==> config.mk <==
export PLATFORM = sky130hd
export DESIGN_NAME = hammer_resp_misr
export DESIGN_NICKNAME = d
export VERILOG_FILES = /design/src/rtl/hammer_resp_misr.sv
export SDC_FILE = /design/constraint.sdc
export NUM_CORES = 1
export LEC_CHECK = 0
export CAP_MARGIN = 20
export CORE_ASPECT_RATIO = 0.5
export CORE_UTILIZATION = 29
export CTS_CLUSTER_DIAMETER = 50
export DETAILED_ROUTE_END_ITERATION = 12
export SLEW_MARGIN = 20
export SYNTH_ARGS = -nofsm -noshare
export SYNTH_HDL_FRONTEND = slang
export SYNTH_SLANG_ARGS = --single-unit
==> constraint.sdc <==
create_clock -name clk -period 1.95 [get_ports clk]
set_input_delay 0.4875 -clock clk [delete_from_list [all_inputs] [get_ports clk]]
set_output_delay 0.4875 -clock clk [all_outputs]
set_load 0.02 [all_outputs]
==> src/rtl/hammer_resp_misr.sv <==
// hammer_resp_misr: response compactor for a combinational hammer test case.
//
// Each accepted valid/ready beat of the test-case output word is folded into a
// Galois MISR. After NUM_VEC accepted beats the block stops and holds the
// signature. It then flags pass/fail against an expected signature, so a
// simulation and a netlist can be compared with a single word.
//
// Ports:
//   clk      in   1        sole clock, rising edge
//   rst_n    in   1        asynchronous active-low reset
//   start    in   1        pulse: (re)start a run; in RUN this aborts and reseeds
//   in_valid in   1        response beat valid
//   in_ready out  1        block accepts a beat this cycle
//   in_data  in   WIDTH    response word
//   exp_sig  in   WIDTH    expected final signature, held stable while done=1
//   sig      out  WIDTH    current signature register
//   vec_cnt  out  CNT_W    beats accepted in the current run
//   busy     out  1        run in progress
//   done     out  1        run complete, signature frozen
//   pass     out  1        done and signature matches exp_sig
module hammer_resp_misr #(
    parameter int unsigned     WIDTH   = 31,
    parameter int unsigned     NUM_VEC = 256,
    parameter logic [WIDTH-1:0] POLY   = WIDTH'(32'h0000_0009),
    parameter logic [WIDTH-1:0] SEED   = '0,
    localparam int unsigned    CNT_W   = $clog2(NUM_VEC + 1)
) (
    input  logic             clk,
    input  logic             rst_n,
    input  logic             start,
    input  logic             in_valid,
    output logic             in_ready,
    input  logic [WIDTH-1:0] in_data,
    input  logic [WIDTH-1:0] exp_sig,
    output logic [WIDTH-1:0] sig,
    output logic [CNT_W-1:0] vec_cnt,
    output logic             busy,
    output logic             done,
    output logic             pass
);

    typedef enum logic [1:0] {StIdle, StRun, StDone} state_e;

    localparam logic [CNT_W-1:0] LastCnt = CNT_W'(NUM_VEC - 1);

    state_e             state_q, state_d;
    logic [WIDTH-1:0]   sig_q, sig_d;
    logic [CNT_W-1:0]   cnt_q, cnt_d;
    logic               accept;

    // Multiply by x modulo the feedback polynomial: shift left, fold the
    // outgoing MSB back in through the taps. Pure XOR, no carries.
    function automatic logic [WIDTH-1:0] misr_step(input logic [WIDTH-1:0] s);
        return {s[WIDTH-2:0], 1'b0} ^ (s[WIDTH-1] ? POLY : '0);
    endfunction

    // A start pulse in RUN takes priority over any beat, so the handshake is
    // withheld that cycle and upstream keeps its beat for the fresh run.
    assign in_ready = (state_q == StRun) && !start;
    assign accept   = in_valid && in_ready;

    always_comb begin
        state_d = state_q;
        sig_d   = sig_q;
        cnt_d   = cnt_q;
        unique case (state_q)
            StIdle, StDone: begin
                if (start) begin
                    state_d = StRun;
                    sig_d   = SEED;
                    cnt_d   = '0;
                end
            end
            StRun: begin
                if (start) begin
                    sig_d = SEED;
                    cnt_d = '0;
                end else if (accept) begin
                    sig_d = misr_step(sig_q) ^ in_data;
                    cnt_d = cnt_q + CNT_W'(1);
                    if (cnt_q == LastCnt) begin
                        state_d = StDone;
                    end
                end
            end
            default: begin
                state_d = StIdle;
                sig_d   = SEED;
                cnt_d   = '0;
            end
        endcase
    end

    always_ff @(posedge clk or negedge rst_n) begin
        if (!rst_n) begin
            state_q <= StIdle;
            sig_q   <= SEED;
            cnt_q   <= '0;
        end else begin
            state_q <= state_d;
            sig_q   <= sig_d;
            cnt_q   <= cnt_d;
        end
    end

    assign sig     = sig_q;
    assign vec_cnt = cnt_q;
    assign busy    = (state_q == StRun);
    assign done    = (state_q == StDone);
    assign pass    = (state_q == StDone) && (sig_q == exp_sig);

endmodule
==> flow_metrics.tcl, run 1 <==
set metrics [dict create \
    status "finished, violations left" \
    violations "setup timing" \
    rr_worst_depth 8 \
    drive_above_1_share 0.215 \
    layoutNonFillerInstCount 499 \
    fin_worst_skew_ns 0.00521 \
    path_class "reg -> out" \
    chipWidth_um 130 \
    reg2reg_from "state_q[1]" \
    end_kind "output pin" \
    area_growth_syn_to_layout_pct 74.6 \
    setup_slack_ns -0.137 \
    holdWs_ns 0.270 \
    slew_viol_final 0 \
    yosys_warnings 0 \
    clk_latency_ns 0.28 \
    crit_fanout 2 \
    yosysSeqAreaShare 0.445 \
    grt_first_pass_wirelength_mm 11.5 \
    grt-ovfl-total 0 \
    crit_path_cell_trace "xor2_1, nor4_2, nand4_1, nor2_1, buf_4" \
    period_share 1.07 \
    start_util 0.311 \
    worst_slew_pin_slew_ns 0.562 \
    hold_violations 0 \
    cp_data_required_time_ns 1.46 \
    diodes 0 \
    die_h_um 65.8 \
    wl_mm 7.31 \
    hpwl_mm 5.71 \
    leakage_uw 0.00191 \
    fillerInstances 728 \
    viasPerCell 4.47 \
    core_um2 7600 \
    dieArea_um2 8540 \
    final-setup-viol-count 1 \
    cp_slowest_cell "dfrtp_1" \
    cts_tree "done" \
    routabilityCongestion 0.803 \
    grt_start_max_net_pins 43 \
    peakVddDrop_mv 0.321 \
    ant_nets 0 \
    antenna_found_initial 0 \
    final_cell_area_um2 4130 \
    clock_sinks 42 \
    clockRootBuffer "clkbuf_16" \
    ys_ff_latch 42 \
    drt_iter0_markers 85 \
    wire_per_inst_um 14.6 \
    syn_nets 305 \
    async_reset_ff_frac 1.00 \
    numCtsBuffers 5 \
    startpoint_type "register" \
    syn_area_um2 2360 \
    crit_arrival_ns 1.60 \
    fmax_ghz 0.479 \
    critPathBufInv 1 \
    power_density_nw_per_um2 695 \
    dpl.cell_count 490 \
    clock_path_buffers 2 \
    path_clk_slew_ns 0.06 \
    yosysUniqueCellTypes 34 \
    fin_nets 458 \
    grt_pass1_vias 2298 \
    dpl-instance-area_um2 3890 \
    layout_min_cycle_time_ns 2.09 \
    hold_buffers 0 \
    rrSetupSlack_ns 0.24 \
    final_cell_mix "clkdlybuf4s50_1 (67), buf_4 (44), dfrtp_1 (42)" \
    cp_slowest_stage_delay_ns 0.39 \
    synth_edf_count 0 \
    grt_use_total 0.179 \
    drc 0 \
    hold_path_class "in -> async" \
    rsz0062_at_grt "yes" \
    synth_ff_type "dfrtp_1" \
    tns_ns -0.137 \
    synth_cells 237 \
    cp_top_family "simple AND/OR/NAND/NOR gates" \
    place_worst_setup_slack_ns -0.938 \
    num_vias 2232 \
    relSlewSlack 0.625 \
    avgSynthCellArea_um2 9.97 \
    r2r-end "sig[11]" \
    io_buffers 109 \
    drv_cap 0 \
    cts_max_level 2 \
    firstDrtPassIters 4 \
    pin_count 110 \
    row_count 22 \
    final_common_cell "clkdlybuf4s50_1" \
]
-- report_power, final --
part	total, µW	internal, µW	switching (µW)
combinational	771	416	355
sequential	984	932	52.3
clock	1110	769	344
-- routing by layer --
metal / share of wire / up-vias / GRT usage
met5: 0 / - / 0
met4: 0.0070 / 0 / 0.0392
met3: 0.041 / 5 / 0.0380
met2: 0.50 / 42 / 0.307
met1: 0.45 / 1072 / 0.234
li1: - / 1113 / -
-- final cells by class --
type,count,area [µm²],area share
Clock buffer,6,139,0.0337
Clock inverter,2,60.1,0.0146
Inverter,5,18.8,0.00455
Multi-Input combinational cell,182,1310,0.316
Sequential cell,42,1050,0.255
Tap cell,108,135,0.0327
Timing Repair Buffer,154,1420,0.344
-- synth_stat cells (4+ instances only) --
library cell | number | area [µm²]
a21oi_1 | 7 | 35.0
xnor2_1 | 31 | 272
dfrtp_1 | 42 | 1050
o21ai_2 | 10 | 87.6
o21ai_0 | 20 | 100
nor2_1 | 9 | 33.8
xor2_1 | 36 | 315
nand2_1 | 34 | 128
nor4_1 | 8 | 50.1
clkbuf_1 | 4 | 15.0
-- state kept, by name, indices dropped and copies added (netlist names) --
register,count
sig,31
vec_cnt,9
state_q,2
-- logic make-up (layout without fill, tap and decap cells) --
family,count (synthesis),in the layout,share of synthesized area
xor+xnor,67,67,0.248
simple gates,65,65,0.133
compound gates,48,48,0.132
flops,42,42,0.445
buf+inv,13,167,0.0312
fa+ha+maj,2,2,0.0106
-- worst reg2reg max path, delay by kind of cell (launching register included) --
| family | cells | cell delay (ns) |
|---|---|---|
| AOI/OAI and AO/OA | 1 | 0.18 |
| buffers and inverters | 5 | 0.54 |
| and+or+nand+nor | 2 | 0.53 |
| DFF | 1 | 0.38 |
-- worst max path at each step --
stage / startpoint / endpoint / slack [ns] / cells past startpoint
after global placement: exp_sig[15] / pass / -0.92 / 6
after global routing: sig[1] / pass / -0.21 / 5
after CTS: exp_sig[29] / pass / -0.20 / 6
after floorplan: sig[30] / pass / 0.11 / 4
final: sig[12] / pass / -0.14 / 5
after detailed placement: exp_sig[20] / pass / -0.94 / 6
-- what timing repair did --
action,CTS,global route
endpoints found under the setup margin,4,7
gates resized for setup,51,22
pin swaps,17,14
hold endpoints to repair,0,0
buffers inserted,0,1
-- metrics by stage --
step,utilization,power [µW]
after floorplan,-,1320
after global routing,0.543,3000
after CTS,0.539,2900
after detailed placement,0.512,1780
after global placement,0.512,1770
final,0.543,2870
Note: power is estimated with default switching activity, not from simulation.
==> inputs of run 2 (changes only) <==
--- a/config.mk
+++ b/config.mk
@@ -8,6 +8,7 @@
 export CAP_MARGIN = 20
 export CORE_ASPECT_RATIO = 0.5
 export CORE_UTILIZATION = 29
+export CTS_BUF_LIST = sky130_fd_sc_hd__clkbuf_16
 export CTS_CLUSTER_DIAMETER = 50
 export DETAILED_ROUTE_END_ITERATION = 12
 export SLEW_MARGIN = 20
==> flow_metrics.tcl, run 2 (synthesis results as in run 1) <==
set metrics [dict create \
    hpwl_mm 5.71 \
    die_h_um 65.8 \
    leakage_uw 0.00188 \
    holdWs_ns 0.276 \
    clock_path_buffers 2 \
    path_clk_slew_ns 0.06 \
    violations "setup timing" \
    largest_reg_flops 31 \
    clockRootBuffer "clkbuf_16" \
    wl_mm 7.29 \
    worst_slew_pin_slew_ns 0.569 \
    dpl-instance-area_um2 3890 \
    ant_nets 0 \
    final_common_cell "clkdlybuf4s50_1" \
    layout_min_cycle_time_ns 2.12 \
    cts_setup_buffers 0 \
    peakVddDrop_mv 0.305 \
    firstDrtPassIters 4 \
    pin_count 110 \
    grt_use_total 0.179 \
    relSlewSlack 0.621 \
    crit_fanout 1 \
    ff_latch_area_um2 1050 \
    numCtsBuffers 5 \
    final-setup-viol-count 1 \
    slew_viol_final 0 \
    grt-ovfl-total 0 \
    fin_nets 457 \
    drc 0 \
    path_class "in -> out" \
    final_core_util 0.541 \
    rsz0062_at_grt "yes" \
    viasPerCell 4.46 \
    hold_buffers 0 \
    rrSetupSlack_ns 0.25 \
    cts_tree "done" \
    end_kind "output pin" \
    crit_arrival_ns 1.63 \
    grt_first_pass_wirelength_mm 11.5 \
    wire_per_inst_um 14.6 \
    core_um2 7600 \
    grt_start_max_net_pins 43 \
    start_util 0.311 \
    tns_ns -0.169 \
    clock_sinks 42 \
    io_buffers 109 \
    fin_worst_skew_ns 0.00532 \
    cp_data_required_time_ns 1.46 \
    startpoint_type "primary input" \
    chipWidth_um 130 \
    setup_slack_ns -0.169 \
    drt_iter0_markers 111 \
    row_count 22 \
    dpl.cell_count 490 \
    drive_above_1_share 0.210 \
    status "finished, violations left" \
    drv_cap 0 \
    diodes 0 \
    multi_input_area_um2 1310 \
    routabilityCongestion 0.803 \
    num_vias 2220 \
    layoutNonFillerInstCount 498 \
    final_cell_area_um2 4110 \
    fmax_ghz 0.472 \
    hold_violations 0 \
    fillerInstances 727 \
    final_cell_mix "clkdlybuf4s50_1 (69), buf_4 (43), dfrtp_1 (42)" \
    grt_pass1_vias 2286 \
    cts_max_level 2 \
    area_growth_syn_to_layout_pct 74.0 \
    clk_latency_ns 0.28 \
    power_density_nw_per_um2 689 \
    hold_path_class "in -> async" \
    dieArea_um2 8540 \
    period_share 1.09 \
    antenna_found_initial 0 \
]
## run 2: what timing repair did
item,CTS,global route
cloned,0,0
setup endpoints to repair,4,7
gates resized for setup,51,16
pin swaps,17,11
## run 2: final timing paths
| kind | start | to | depth (start not counted) |
|---|---|---|---|
| setup / recovery | exp_sig[4] | pass | 6 |
| hold / removal | rst_n | vec_cnt[6] | 2 |
| setup reg to reg | state_q[1] | sig[16] | 8 |
| hold reg to reg | vec_cnt[8] | vec_cnt[8] | 2 |
| max in group asynchronous | rst_n | sig[2] | 2 |
| min in group clk | vec_cnt[8] | vec_cnt[8] | 2 |
## run 2: layer usage
metal  routed length [µm]  global-route usage  vias to the layer above
li1                     -                   -                     1109
met1                 3300               0.233                     1058
met2                 3650               0.308                       49
met3                  291              0.0380                        4
met4                   45              0.0392                        0
met5                    0                   0                        -
## run 2: report_power, final
group | switching [µW] | internal [µW] | total, µW
clock network | 347 | 730 | 1080
registers | 52.9 | 932 | 985
logic | 356 | 415 | 771
total | 756 | 2080 | 2830
## run 2: critical path: stages
cell	delay, ns
clkdlybuf4s50_1	0.41
xor2_1	0.15
nor4_1	0.18
nand4_1	0.13
nor2_1	0.12
buf_4	0.15
## run 2: layout make-up
cell class                 count  share of cell area
clock buffer                   5              0.0304
clock inverter                 3              0.0155
inverter                       5             0.00456
multi-input combinational    182               0.319
sequential                    42               0.256
tap                          108              0.0329
timing repair buffer         153               0.342
## run 2: stage by stage
step | total power [µW] | setup WS, ns
2_1_floorplan | 1320 | 0.112
3_3_place_gp | 1770 | -0.924
3_5_place_dp | 1780 | -0.938
4_1_cts | 2860 | -0.197
5_1_grt | 2950 | -0.219
6_report | 2830 | -0.169
==> inputs of run 3 (changes only) <==
==> constraint.sdc (replaced) <==
create_clock -name clk -period 1.95 [get_ports clk]
set_input_delay 0.39 -clock clk [delete_from_list [all_inputs] [get_ports clk]]
set_output_delay 0.39 -clock clk [all_outputs]
set_load 0.02 [all_outputs]
==> flow_metrics.tcl, run 3 (synthesis results as in run 1) <==
set metrics [dict create \
    place_worst_setup_slack_ns -0.718 \
    crit_arrival_ns 1.70 \
    drt_iter0_markers 138 \
    dpl-instance-area_um2 3840 \
    viasPerCell 4.47 \
    num_vias 2207 \
    core_um2 7600 \
    drive_above_1_share 0.184 \
    firstDrtPassIters 4 \
    rsz0062_at_grt "yes" \
    violations "setup timing" \
    layout_min_cycle_time_ns 2.09 \
    clockRootBuffer "clkbuf_16" \
    startpoint_type "primary input" \
    antenna_found_initial 0 \
    grt_use_total 0.179 \
    worst_slew_pin_slew_ns 0.604 \
    grt_first_pass_wirelength_mm 11.5 \
    holdWs_ns 0.177 \
    area_growth_syn_to_layout_pct 69.5 \
    cts_tree "done" \
    fin_worst_skew_ns 0.00316 \
    period_share 1.07 \
    largest_reg_flops 31 \
    status "finished, violations left" \
    cp_data_required_time_ns 1.56 \
    rr_worst_depth 6 \
    reg2reg_from "state_q[1]" \
    diodes 0 \
    cp_top_family "simple AND/OR/NAND/NOR gates" \
    routabilityCongestion 0.789 \
    io_buffers 109 \
    drv_cap 0 \
    leakage_uw 0.00174 \
    dieArea_um2 8540 \
    numCtsBuffers 5 \
    cp_slowest_cell "clkdlybuf4s50_1" \
    final_cell_area_um2 4010 \
    row_count 22 \
    hpwl_mm 5.51 \
    fmax_ghz 0.479 \
    final-setup-viol-count 1 \
    clock_path_buffers 2 \
    critPathBufInv 2 \
    drc 0 \
    crit_fanout 1 \
    finalPower_uw 2550 \
    clock_sinks 42 \
    path_class "in -> out" \
    fin_nets 453 \
    setup_slack_ns -0.136 \
    wire_per_inst_um 14.7 \
    clk_latency_ns 0.28 \
    cp_slowest_stage_delay_ns 0.41 \
    end_kind "output pin" \
    r2r-end "sig[7]" \
    final_common_cell "clkdlybuf4s50_1" \
    grt-ovfl-total 0 \
    rrSetupSlack_ns 0.22 \
    slew_viol_final 0 \
    hold_path_class "in -> async" \
    grt_pass1_vias 2281 \
    wl_mm 7.25 \
    ant_nets 0 \
    chipWidth_um 130 \
    cts_max_level 2 \
    pin_count 110 \
    cts_setup_buffers 0 \
    path_clk_slew_ns 0.06 \
    die_h_um 65.8 \
    final_cell_mix "clkdlybuf4s50_1 (96), dfrtp_1 (42), buf_4 (40)" \
    crit_path_cell_trace "clkdlybuf4s50_1, xor2_1, nor4_2, nand4_1, nor2_1, buf_4" \
    grt_start_max_net_pins 43 \
    power_density_nw_per_um2 637 \
    start_util 0.311 \
    hold_violations 0 \
    relSlewSlack 0.597 \
    peakVddDrop_mv 0.307 \
]
==> run 3: cell count changes in the layout (fill, tap and decap cells not counted), sizes merged <==
| cell | change |
|---|---|
| clkinv | +1 |
| dlygate4sd2 | -17 |
| clkbuf | -3 |
| clkdlybuf4s50 | +27 |
| buf | -4 |
| dlymetal6s2s | -4 |
| clkdlybuf4s15 | -3 |
| bufinv | -2 |
| inv | +1 |
==> run 3: layout make-up <==
| class | instances | area (µm²) |
|---|---|---|
| fill | 722 | 3590 |
| timing repair buffer | 149 | 1380 |
| multi-input combinational | 182 | 1280 |
| sequential | 42 | 1050 |
| tap | 108 | 135 |
| clock buffer | 5 | 125 |
| inverter | 5 | 18.8 |
| clock inverter | 3 | 12.5 |
==> run 3: per-layer routing <==
metal | up-vias | share of wire | track usage
met5 | - | 0 | 0
met2 | 49 | 0.49 | 0.300
li1 | 1103 | - | -
met3 | 4 | 0.047 | 0.0388
met4 | 0 | 0.0063 | 0.0349
met1 | 1051 | 0.45 | 0.239
==> run 3: how the worst max path moves through the flow <==
stage                end  depth (start not counted)         from  slack [ns]
global placement    pass                          6  exp_sig[15]       -0.74
detailed placement  pass                          6  exp_sig[15]       -0.72
floorplan           pass                          4      sig[30]        0.21
CTS                 pass                          6  exp_sig[24]       -0.13
finish              pass                          6  exp_sig[20]       -0.14
global route        pass                          5      sig[13]       -0.16
==> run 3: stage by stage <==
stage | TNS (ns) | util | std cells
finish | -0.136 | 0.527 | 494
global route | -0.164 | 0.527 | 494
CTS | -0.134 | 0.528 | 494
detailed placement | -2.29 | 0.506 | 486
global placement | -1.71 | 0.506 | 486
floorplan | 0 | - | 237
==> run 3: report_power, final <==
group          internal (µW)  total (µW)  switching [µW]
Sequential               932         984            51.9
Combinational            421         771             350
Clock                    463         798             335
Total                   1820        2550             737
==> run 3: what timing repair did <==
item,CTS,global route
cloned,0,0
resized for setup,23,2
hold buffers,0,0
endpoints found under the setup margin,4,2
pin swaps,8,1
